### config.mk
export PLATFORM = sky130hd
export DESIGN_NAME = cache_controller
export DESIGN_NICKNAME = d
export VERILOG_FILES = /design/src/rtl/cache_controller.sv
export SDC_FILE = /design/constraint.sdc
export NUM_CORES = 1
export LEC_CHECK = 0
export CORE_MARGIN = 1.5
export CORE_UTILIZATION = 55
export CTS_CLUSTER_DIAMETER = 80
export DETAILED_ROUTE_END_ITERATION = 10
export HOLD_SLACK_MARGIN = 0.08
export PLACE_DENSITY = 0.81
export SLEW_MARGIN = 20
export SYNTH_ARGS = -nofsm -noshare
export SYNTH_HDL_FRONTEND = slang
export SYNTH_SLANG_ARGS = --single-unit
### constraint.sdc
create_clock -name clk -period 12.8 [get_ports clk]
set_clock_uncertainty 0.15 [all_clocks]
set_input_delay 3.2 -clock clk [delete_from_list [all_inputs] [get_ports clk]]
set_output_delay 3.2 -clock clk [all_outputs]
set_load 0.05 [all_outputs]
### src/rtl/cache_controller.sv
// cache_controller: direct-mapped, write-back, write-allocate data cache
// sitting between the CPU load/store port and the main memory word port.
module cache_controller #(
  parameter int NUM_LINES      = 4,
  parameter int WORDS_PER_LINE = 4,
  parameter int ADDR_W         = 10
) (
  input  logic              clk,
  input  logic              reset,
  input  logic              cpu_req,
  input  logic              cpu_we,
  input  logic [ADDR_W-1:0] cpu_addr,
  input  logic [31:0]       cpu_wdata,
  output logic [31:0]       cpu_rdata,
  output logic              cpu_ready,
  output logic              cpu_busy,
  output logic              mem_req,
  output logic              mem_rw,
  output logic [ADDR_W-1:0] mem_addr,
  output logic [31:0]       mem_wdata,
  input  logic [31:0]       mem_rdata,
  input  logic              mem_done,
  output logic [15:0]       hit_count,
  output logic [15:0]       miss_count
);

  localparam int IDX_W = $clog2(NUM_LINES);
  localparam int OFF_W = $clog2(WORDS_PER_LINE);
  localparam int TAG_W = ADDR_W - 2 - OFF_W - IDX_W;
  localparam logic [OFF_W-1:0] LAST_BEAT = OFF_W'(WORDS_PER_LINE - 1);

  typedef enum logic [1:0] {IDLE, COMPARE, WRITEBACK, REFILL} state_t;

  state_t r_state;
  state_t w_nextState;

  // Line storage; data and tags are deliberately not reset, valid/dirty are.
  logic [31:0]          r_data [NUM_LINES][WORDS_PER_LINE];
  logic [TAG_W-1:0]     r_tag  [NUM_LINES];
  logic [NUM_LINES-1:0] r_valid;
  logic [NUM_LINES-1:0] r_dirty;

  // Latched request; the byte-offset bits are never needed.
  logic                 r_we;
  logic [ADDR_W-3:0]    r_wordAddr;
  logic [31:0]          r_wdata;
  logic [OFF_W-1:0]     r_beat;
  logic                 r_refilled;

  logic [TAG_W-1:0]     w_reqTag;
  logic [IDX_W-1:0]     w_idx;
  logic [OFF_W-1:0]     w_word;
  logic                 w_hit;
  logic                 w_beatDone;
  logic                 w_lastBeat;
  logic                 w_unusedByteBits;

  assign w_reqTag         = r_wordAddr[ADDR_W-3 -: TAG_W];
  assign w_idx            = r_wordAddr[OFF_W +: IDX_W];
  assign w_word           = r_wordAddr[OFF_W-1:0];
  assign w_hit            = r_valid[w_idx] && (r_tag[w_idx] == w_reqTag);
  assign w_beatDone       = mem_req && mem_done;
  assign w_lastBeat       = (r_beat == LAST_BEAT);
  assign w_unusedByteBits = ^cpu_addr[1:0];
  assign cpu_busy         = (r_state != IDLE);

  // State register; reset abandons any in-flight memory transaction.
  always_ff @(posedge clk) begin
    if (reset) r_state <= IDLE;
    else       r_state <= w_nextState;
  end

  // Next-state decode and memory-port drive; the port is idle outside the burst states.
  always_comb begin
    w_nextState = r_state;
    mem_req     = 1'b0;
    mem_rw      = 1'b0;
    mem_addr    = '0;
    mem_wdata   = '0;
    case (r_state)
      IDLE: begin
        if (cpu_req) w_nextState = COMPARE;
      end
      COMPARE: begin
        if (w_hit)                                 w_nextState = IDLE;
        else if (r_valid[w_idx] && r_dirty[w_idx]) w_nextState = WRITEBACK;
        else                                       w_nextState = REFILL;
      end
      WRITEBACK: begin
        mem_req   = 1'b1;
        mem_rw    = 1'b1;
        mem_addr  = {r_tag[w_idx], w_idx, r_beat, 2'b00};
        mem_wdata = r_data[w_idx][r_beat];
        if (w_beatDone && w_lastBeat) w_nextState = REFILL;
      end
      REFILL: begin
        mem_req  = 1'b1;
        mem_addr = {w_reqTag, w_idx, r_beat, 2'b00};
        if (w_beatDone && w_lastBeat) w_nextState = COMPARE;
      end
      default: w_nextState = IDLE;
    endcase
  end

  // Request latch, beat counter, line status bits, CPU response and hit/miss counters.
  always_ff @(posedge clk) begin
    if (reset) begin
      r_valid    <= '0;
      r_dirty    <= '0;
      r_we       <= 1'b0;
      r_wordAddr <= '0;
      r_wdata    <= '0;
      r_beat     <= '0;
      r_refilled <= 1'b0;
      cpu_ready  <= 1'b0;
      cpu_rdata  <= '0;
      hit_count  <= '0;
      miss_count <= '0;
    end else begin
      cpu_ready <= 1'b0;
      case (r_state)
        IDLE: begin
          r_beat     <= '0;
          r_refilled <= 1'b0;
          if (cpu_req) begin
            r_we       <= cpu_we;
            r_wordAddr <= cpu_addr[ADDR_W-1:2];
            r_wdata    <= cpu_wdata;
          end
        end
        COMPARE: begin
          if (w_hit) begin
            cpu_ready <= 1'b1;
            if (r_we) r_dirty[w_idx] <= 1'b1;
            else      cpu_rdata      <= r_data[w_idx][w_word];
            if (!r_refilled && hit_count != 16'hFFFF) hit_count <= hit_count + 16'd1;
          end else if (miss_count != 16'hFFFF) begin
            miss_count <= miss_count + 16'd1;
          end
        end
        WRITEBACK: begin
          if (w_beatDone) begin
            r_beat <= r_beat + OFF_W'(1);
            if (w_lastBeat) r_dirty[w_idx] <= 1'b0;
          end
        end
        REFILL: begin
          if (w_beatDone) begin
            r_beat <= r_beat + OFF_W'(1);
            if (w_lastBeat) begin
              r_valid[w_idx] <= 1'b1;
              r_refilled     <= 1'b1;
            end
          end
        end
        default: ;
      endcase
    end
  end

  // Data and tag arrays: refill beats fill words, store hits merge the CPU word.
  always_ff @(posedge clk) begin
    if (!reset) begin
      if (r_state == REFILL && w_beatDone) begin
        r_data[w_idx][r_beat] <= mem_rdata;
        if (w_lastBeat) r_tag[w_idx] <= w_reqTag;
      end else if (r_state == COMPARE && w_hit && r_we) begin
        r_data[w_idx][w_word] <= r_wdata;
      end
    end
  end

endmodule

==> summary.txt, run 1 <==
Detailed routing
  – Residual DRC: 0
  – DRT Pass-1 Iters: 5
  – Final wirelength: 69.40 mm
  – DR iter-0 viols: 2118
  – Antenna Nets Post-Route: 0
  – WL/cell: 27.79 um
  – DR vias/cell: 6.490
  – Vias: 16205

Min path
  – Hold WC Path Type: reg2reg
  – Critical hold path startpoint: cpu_rdata[8]
  – Hold Path Sink: cpu_rdata[8]
  – WHS Path Cells: 2

GRT
  – Vias in the first global route: 16107
  – Largest net degree at the start of global routing: 90
  – First-pass GRT wire length: 101.3 mm
  – Initial antenna violation count: 1
  – Remaining Overflow, GRT: 0
  – All-Layer GR Usage: 0.2729

Clock tree
  – CTS root buf: clkbuf_16
  – CTS resizes: 0
  – Sink Count: 649
  – Postcts setup bufs: 0
  – Clk_lat worst skew: 0.64 ns
  – H-tree levels: 2
  – Clock Pin Slew Worst Setup and Hold Paths: 0.06 ns
  – Hold_buf cts: 0
  – CTS buffer count: 61
  – Clock buffer depth: 3
  – CTS tree: yes

STA
  – Post-layout minimum cycle time: 8.036 ns
  – Fin crit share: 0.6278
  – Worst setup margin: 4.764 ns
  – Final setup viols: 0
  – Slew HR: 0.2790
  – RSZ-0062 raised after global routing: false
  – Fin. Hold Viols: 0
  – Slew Limit Fails: 0
  – Final TNS setup: 0 ns
  – Tightest Pin Transition: 1.081 ns
  – Max Freq: 0.1244 GHz

Die
  – Core Region: 0.04925 sq mm
  – Die Area: 0.05154 sq mm
  – Row Count: 81
  – Die height: 227.0 um
  – Ports: 189
  – Initial Util: 0.5604
  – Chip Width: 227.0 um

Worst setup path
  – Worst setup EP type: output pin
  – Critical Path RT: 9.45 ns
  – Startpoint Class: flop
  – Reg2Reg Depth: 9
  – Maximum net fanout on the critical path: 37
  – WS Path Type: reg2out
  – Worst flop-to-flop path endpoint: r_data[2][92]
  – WP data arrival: 4.69 ns
  – Reg2Reg Setup Slack: 6.93 ns

Layout
  – Final core utilization: 0.6523
  – Layout cell share with drive strength beyond 1: 0.2630
  – Multi-input gate area: 0.008960 sq mm
  – Nets: 1870
  – Diode count: 0
  – Fillcell total: 3248
  – Most common cell after layout, fill and taps aside: edfxtp_1
  – Commonest cells after routing, fill and taps aside: edfxtp_1, mux4_2, clkdlybuf4s50_1, nand2_1, dfxtp_1
  – Synth-to-Final Area Change: 16.41%
  – Register area: 0.01829 sq mm
  – Finished Cell Area: 0.03213 sq mm

Synthesis
  – Yosys warns: 0
  – Register area share after synthesis: 0.6622
  – Netlist cell types: 46
  – Cells after synthesis: 1603
  – Synth Cell Area: 0.02760 sq mm
  – Count of state elements after synthesis: 649
  – Post-synth EDFFs: 528
  – Asr flop ratio synth: 0
  – Ys flop type: edfxtp_1
  – Avg Synthesized Cell Area: 17.22 sq um

Placement
  – Port bufs: 184
  – Post-DP HPWL: 38.68 mm
  – Placement Setup Slack: 5.337 ns
  – Placed inst area: 0.03023 sq mm
  – Final RePlAce weighted congestion: 0.7752

Power and ir drop
  – Power Internal: 3.506 mW
  – Gate power share: 0.114
  – Sequential share of power: 0.509
  – Max IR drop VDD: 0.1132 mV
  – Sw Share: 0.2393
  – Pwr dens: 143.4 mW/mm^2
  – Clock power frac: 0.377
  – Psw: 1.103 mW
  – Tot Pwr: 4.608 mW
  – Pleak: 10.28 nW

Run
  – Number of max-cap violations: 0

Run status
  – Status: finished clean
[critical path, stage by stage, from the launching register on]
cell             delay (ns)
dfxtp_4                0.58
buf_4                  0.68
buf_4                  0.69
mux4_2                 0.62
mux4_2                 0.48
and2_1                 0.17
clkdlybuf4s50_1        0.77
[cell families (layout without fill, tap and decap cells)]
logic type               Yosys count  count (layout)  synth area share
buffers and inverters            120             349           0.01868
AO/OA/AOI/OAI                    156             156           0.03182
multiplexers                     332             332            0.2242
AND/OR/NAND/NOR                  330             330           0.05607
adder cells (fa/ha/maj)           10              10          0.004533
other                              1               2         0.0001359
flip-flops                       649             649            0.6622
XOR/XNOR                           5               5          0.002403
[power groups by stage]
stage | logic (mW) | registers [mW] | clock network [mW]
finish | 0.523 | 2.35 | 1.74
global route | 0.555 | 2.35 | 1.82
CTS | 0.525 | 2.35 | 1.75
detailed placement | 0.520 | 2.39 | 0
global placement | 0.504 | 2.39 | 0
floorplan | 0.371 | 2.37 | 0
[registers in the layout (all words and copies together), names as in the netlist, named ones only]
name	count
r_data	512
cpu_rdata	32
r_wdata	32
hit_count	16
miss_count	16
r_tag	16
r_wordAddr	8
r_valid	4
r_beat	2
r_state	2
cpu_ready	1
r_refilled	1
r_we	1
[cell type report]
type / count / share of cell area
multi-input combinational: 835 / 0.2789
tap: 664 / 0.02586
sequential: 649 / 0.5692
clock inverter: 34 / 0.007593
clock buffer: 81 / 0.05144
timing repair buffer: 218 / 0.06519
inverter: 16 / 0.001869
[routing by layer]
metal | routed length (um) | global-route usage
met5 | 9 | 0
met1 | 25600 | 0.3736
met4 | 2138 | 0.09207
met2 | 34100 | 0.4478
met3 | 7556 | 0.04827
[cell usage after synthesis, types with 16 or more instances]
master,count,area (sq um)
a21oi_1,102,510.5
and2_1,38,237.7
clkbuf_1,72,270.3
dfxtp_1,121,2422
edfxtp_1,528,15860
mux2_2,73,822.0
mux2_4,59,885.9
mux4_2,198,4459
nand2_1,165,619.3
nand3_1,25,125.1
nor2_1,39,146.4
o21ai_0,17,85.08
or3_1,16,100.1
or4_1,18,135.1
[worst max path at each step]
stage | startpoint | slack [ns] | endpoint
detailed placement | flop | 5.34 | mem_wdata[15]
global placement | flop | 5.38 | mem_wdata[30]
global route | flop | 4.50 | mem_wdata[0]
finish | flop | 4.76 | mem_wdata[0]
floorplan | reset | 6.26 | r_data[2][0]
CTS | flop | 4.67 | mem_wdata[26]
[through the flow]
step | instances | hold WS (ns)
5_1_grt | 2497 | 0.3163
6_report | 2497 | 0.3045
2_1_floorplan | 1604 | 0.2711
4_1_cts | 2497 | 0.3051
3_5_place_dp | 2382 | 0.2939
3_3_place_gp | 2382 | 0.2781
Power figures use the tool's default switching activity.
==> run 2, diff against run 1 <==
==> constraint.sdc (replaced) <==
create_clock -name clk -period 7.6 [get_ports clk]
set_clock_uncertainty 0.15 [all_clocks]
set_input_delay 1.9 -clock clk [delete_from_list [all_inputs] [get_ports clk]]
set_output_delay 1.9 -clock clk [all_outputs]
set_load 0.05 [all_outputs]
==> run 2 against run 1 <==
Effect of this change:
- combinational power grew 68%
- clock power grew 76%
- largest cell class unchanged
- critical path type unchanged
- core utilization grew 0.41 points
- die area is the same
- first-iteration DRC count grew 4.7%
- via count grew 0.35%
- sequential power grew 69%
- global-route usage grew 0.064 points
==> summary.txt, run 2 (synthesis results as in run 1) <==
Die
  – Initial Util: 0.5604 (unchanged)
  – Core Region: 0.04925 sq mm (unchanged)
  – Chip Width: 227.0 um (unchanged)
  – Die height: 227.0 um (unchanged)
  – Row Count: 81 (unchanged)
  – Ports: 189 (unchanged)
  – Die Area: 0.05154 sq mm (unchanged)

Clock tree
  – CTS tree: yes
  – CTS resizes: 0 (unchanged)
  – H-tree levels: 3 (+1)
  – Clk_lat worst skew: 0.60 ns (-0.04 ns)
  – Clock Pin Slew Worst Setup and Hold Paths: 0.06 ns (about the same)
  – Clock buffer depth: 3 (unchanged)
  – CTS buffer count: 68 (+11%)
  – Hold_buf cts: 0 (unchanged)
  – Postcts setup bufs: 0 (unchanged)
  – Sink Count: 649 (unchanged)
  – CTS root buf: clkbuf_16

GRT
  – All-Layer GR Usage: 0.2735 (+0.0006421)
  – First-pass GRT wire length: 101.6 mm (+0.27%)
  – Remaining Overflow, GRT: 0 (unchanged)
  – Vias in the first global route: 16201 (+0.58%)
  – Initial antenna violation count: 3 (+2)
  – Largest net degree at the start of global routing: 77 (-14%)

Placement
  – Post-DP HPWL: 38.71 mm (about the same)
  – Placed cell count: 2385 (+0.13%)
  – Port bufs: 184 (unchanged)
  – Placement Setup Slack: 1.465 ns (-3.872 ns)
  – Final RePlAce weighted congestion: 0.8034 (+3.6%)

STA
  – Fin. Hold Viols: 0 (unchanged)
  – Final setup viols: 0 (unchanged)
  – Tightest Pin Transition: 1.030 ns (-0.05163 ns)
  – RSZ-0062 raised after global routing: false
  – Fin crit share: 0.8040
  – Final TNS setup: 0 ns (unchanged)
  – Post-layout minimum cycle time: 6.110 ns
  – Slew HR: 0.3118 (+0.03279)
  – Slew Limit Fails: 0 (unchanged)
  – Worst setup margin: 1.490 ns (-3.274 ns)
  – Max Freq: 0.1637 GHz
  – Hold_ws: 0.3049 ns (+0.0003360 ns)

Power and ir drop
  – Max IR drop VDD: 0.1591 mV (+41%)
  – Sw Share: 0.2366 (-0.002697)
  – Clock power frac: 0.387 (+0.010)
  – Gate power share: 0.111 (-0.003)
  – Psw: 1.871 mW (+70%)
  – Pwr dens: 244.6 mW/mm^2 (+71%)
  – Sequential share of power: 0.501 (-0.008)
  – Pleak: 10.37 nW (+0.83%)
  – Power Internal: 6.037 mW (+72%)

Layout
  – Fillcell total: 3262 (+0.43%)
  – Fin cells: 2507 (+0.40%)
  – Largest register by flop count: r_data
  – Nets: 1880 (+0.53%)
  – Commonest cells after routing, fill and taps aside: edfxtp_1, mux4_2, clkdlybuf4s50_1, nand2_1, dfxtp_1
  – Max FFs per register: 512 (unchanged)
  – Final core utilization: 0.6564 (+0.004064)
  – Largest registers: r_data (512), cpu_rdata (32), r_wdata (32)
  – Synth-to-Final Area Change: 17.14%
  – Most common cell after layout, fill and taps aside: edfxtp_1
  – Layout cell share with drive strength beyond 1: 0.2671 (+0.004144)

Min path
  – Critical hold path startpoint: r_valid[0]
  – WHS Path Cells: 1 (-1)
  – Hold WC Path Type: reg2reg
  – Hold Path Sink: r_valid[0]

Worst setup path
  – Maximum net fanout on the critical path: 56 (+51%)
  – CP most frequent cell: mux4_2
  – Worst setup EP type: output pin
  – Reg2Reg Setup Slack: 2.27 ns (-4.66 ns)
  – Max stage delay on crit path: 0.84 ns (+0.07 ns)
  – Critical Path RT: 5.55 ns (-3.90 ns)
  – WP data arrival: 4.06 ns (-0.63 ns)
  – Worst flop-to-flop path endpoint: r_data[2][78]
  – CP max stage cell: dfxtp_4
  – Reg2Reg Depth: 9 (unchanged)
  – Cell Chain, Critical Path: buf_12 -> mux4_2 -> mux4_2 -> and2_1 -> clkdlybuf4s50_1
  – WS Path Type: reg2out
  – Startpoint Class: flop

Run
  – Number of max-cap violations: 0 (unchanged)

Run status
  – Status: finished clean

Detailed routing
  – WL/cell: 27.43 um (-1.3%)
  – Residual DRC: 0 (unchanged)
  – Antenna Nets Post-Route: 0 (unchanged)
  – Vias: 16262 (+0.35%)
  – DR iter-0 viols: 2218 (+4.7%)
  – Final wirelength: 68.77 mm (-0.91%)
  – DRT Pass-1 Iters: 5 (unchanged)
  – DR vias/cell: 6.487 (about the same)
-- run 2: cell count changes in the layout (fill, tap and decap cells not counted), moves of 2 or more --
| cell | delta |
|---|---|
| clkinv_1 | -10 |
| clkbuf_1 | +9 |
| clkbuf_16 | +8 |
| buf_12 | +3 |
| bufinv_16 | -3 |
| clkbuf_8 | +2 |
| clkinv_2 | -2 |
| clkinv_4 | -2 |
| clkinvlp_4 | +2 |
| inv_6 | +2 |
-- run 2: area by class of cell --
| cell class | instances | area [sq um] | area share |
|---|---|---|---|
| Antenna cell | 1 | 2.502 | 0.00007740 |
| Clock buffer | 102 | 1927 | 0.05960 |
| Clock inverter | 19 | 100.1 | 0.003096 |
| Inverter | 16 | 60.06 | 0.001858 |
| Multi-Input combinational cell | 835 | 8967 | 0.2774 |
| Sequential cell | 649 | 18290 | 0.5657 |
| Tap cell | 664 | 830.8 | 0.02570 |
| Timing Repair Buffer | 221 | 2155 | 0.06664 |
-- run 2: how the worst max path moves through the flow --
stage | end | slack [ns]
2_1_floorplan | r_data[2][0] | 2.36
5_1_grt | mem_wdata[14] | 1.29
6_report | mem_wdata[14] | 1.49
3_3_place_gp | r_data[2][50] | 1.56
3_5_place_dp | r_data[2][59] | 1.46
4_1_cts | mem_wdata[14] | 1.40
-- run 2: metrics by stage --
stage	area [sq um]	power, mW
CTS	32320	7.935
detailed placement	30290	4.905
global placement	30290	4.884
finish	32330	7.908
global route	32330	8.119
floorplan	27610	4.620
-- run 2: routing by layer --
layer  share of wire  up-vias  GRT usage
met1            0.37     8392     0.3642
met2            0.49      982     0.4510
met3            0.10      156    0.05305
met4           0.034        2     0.1038
li1                -     6730          -
met5         0.00019        -          0
-- run 2: power by group through the flow --
stage	clock [mW]	sequential (mW)	combinational (mW)
2_1_floorplan	0	4.00	0.624
4_1_cts	3.09	3.96	0.881
5_1_grt	3.22	3.97	0.933
3_5_place_dp	0	4.04	0.869
3_3_place_gp	0	4.03	0.851
6_report	3.06	3.96	0.880
-- run 2: critical path, delay by kind of cell, from the launching register on --
kind	cells	cell delay (ns)
DFF	1	0.84
and+or+nand+nor	1	0.21
buffers and inverters	2	1.18
muxes	2	1.13
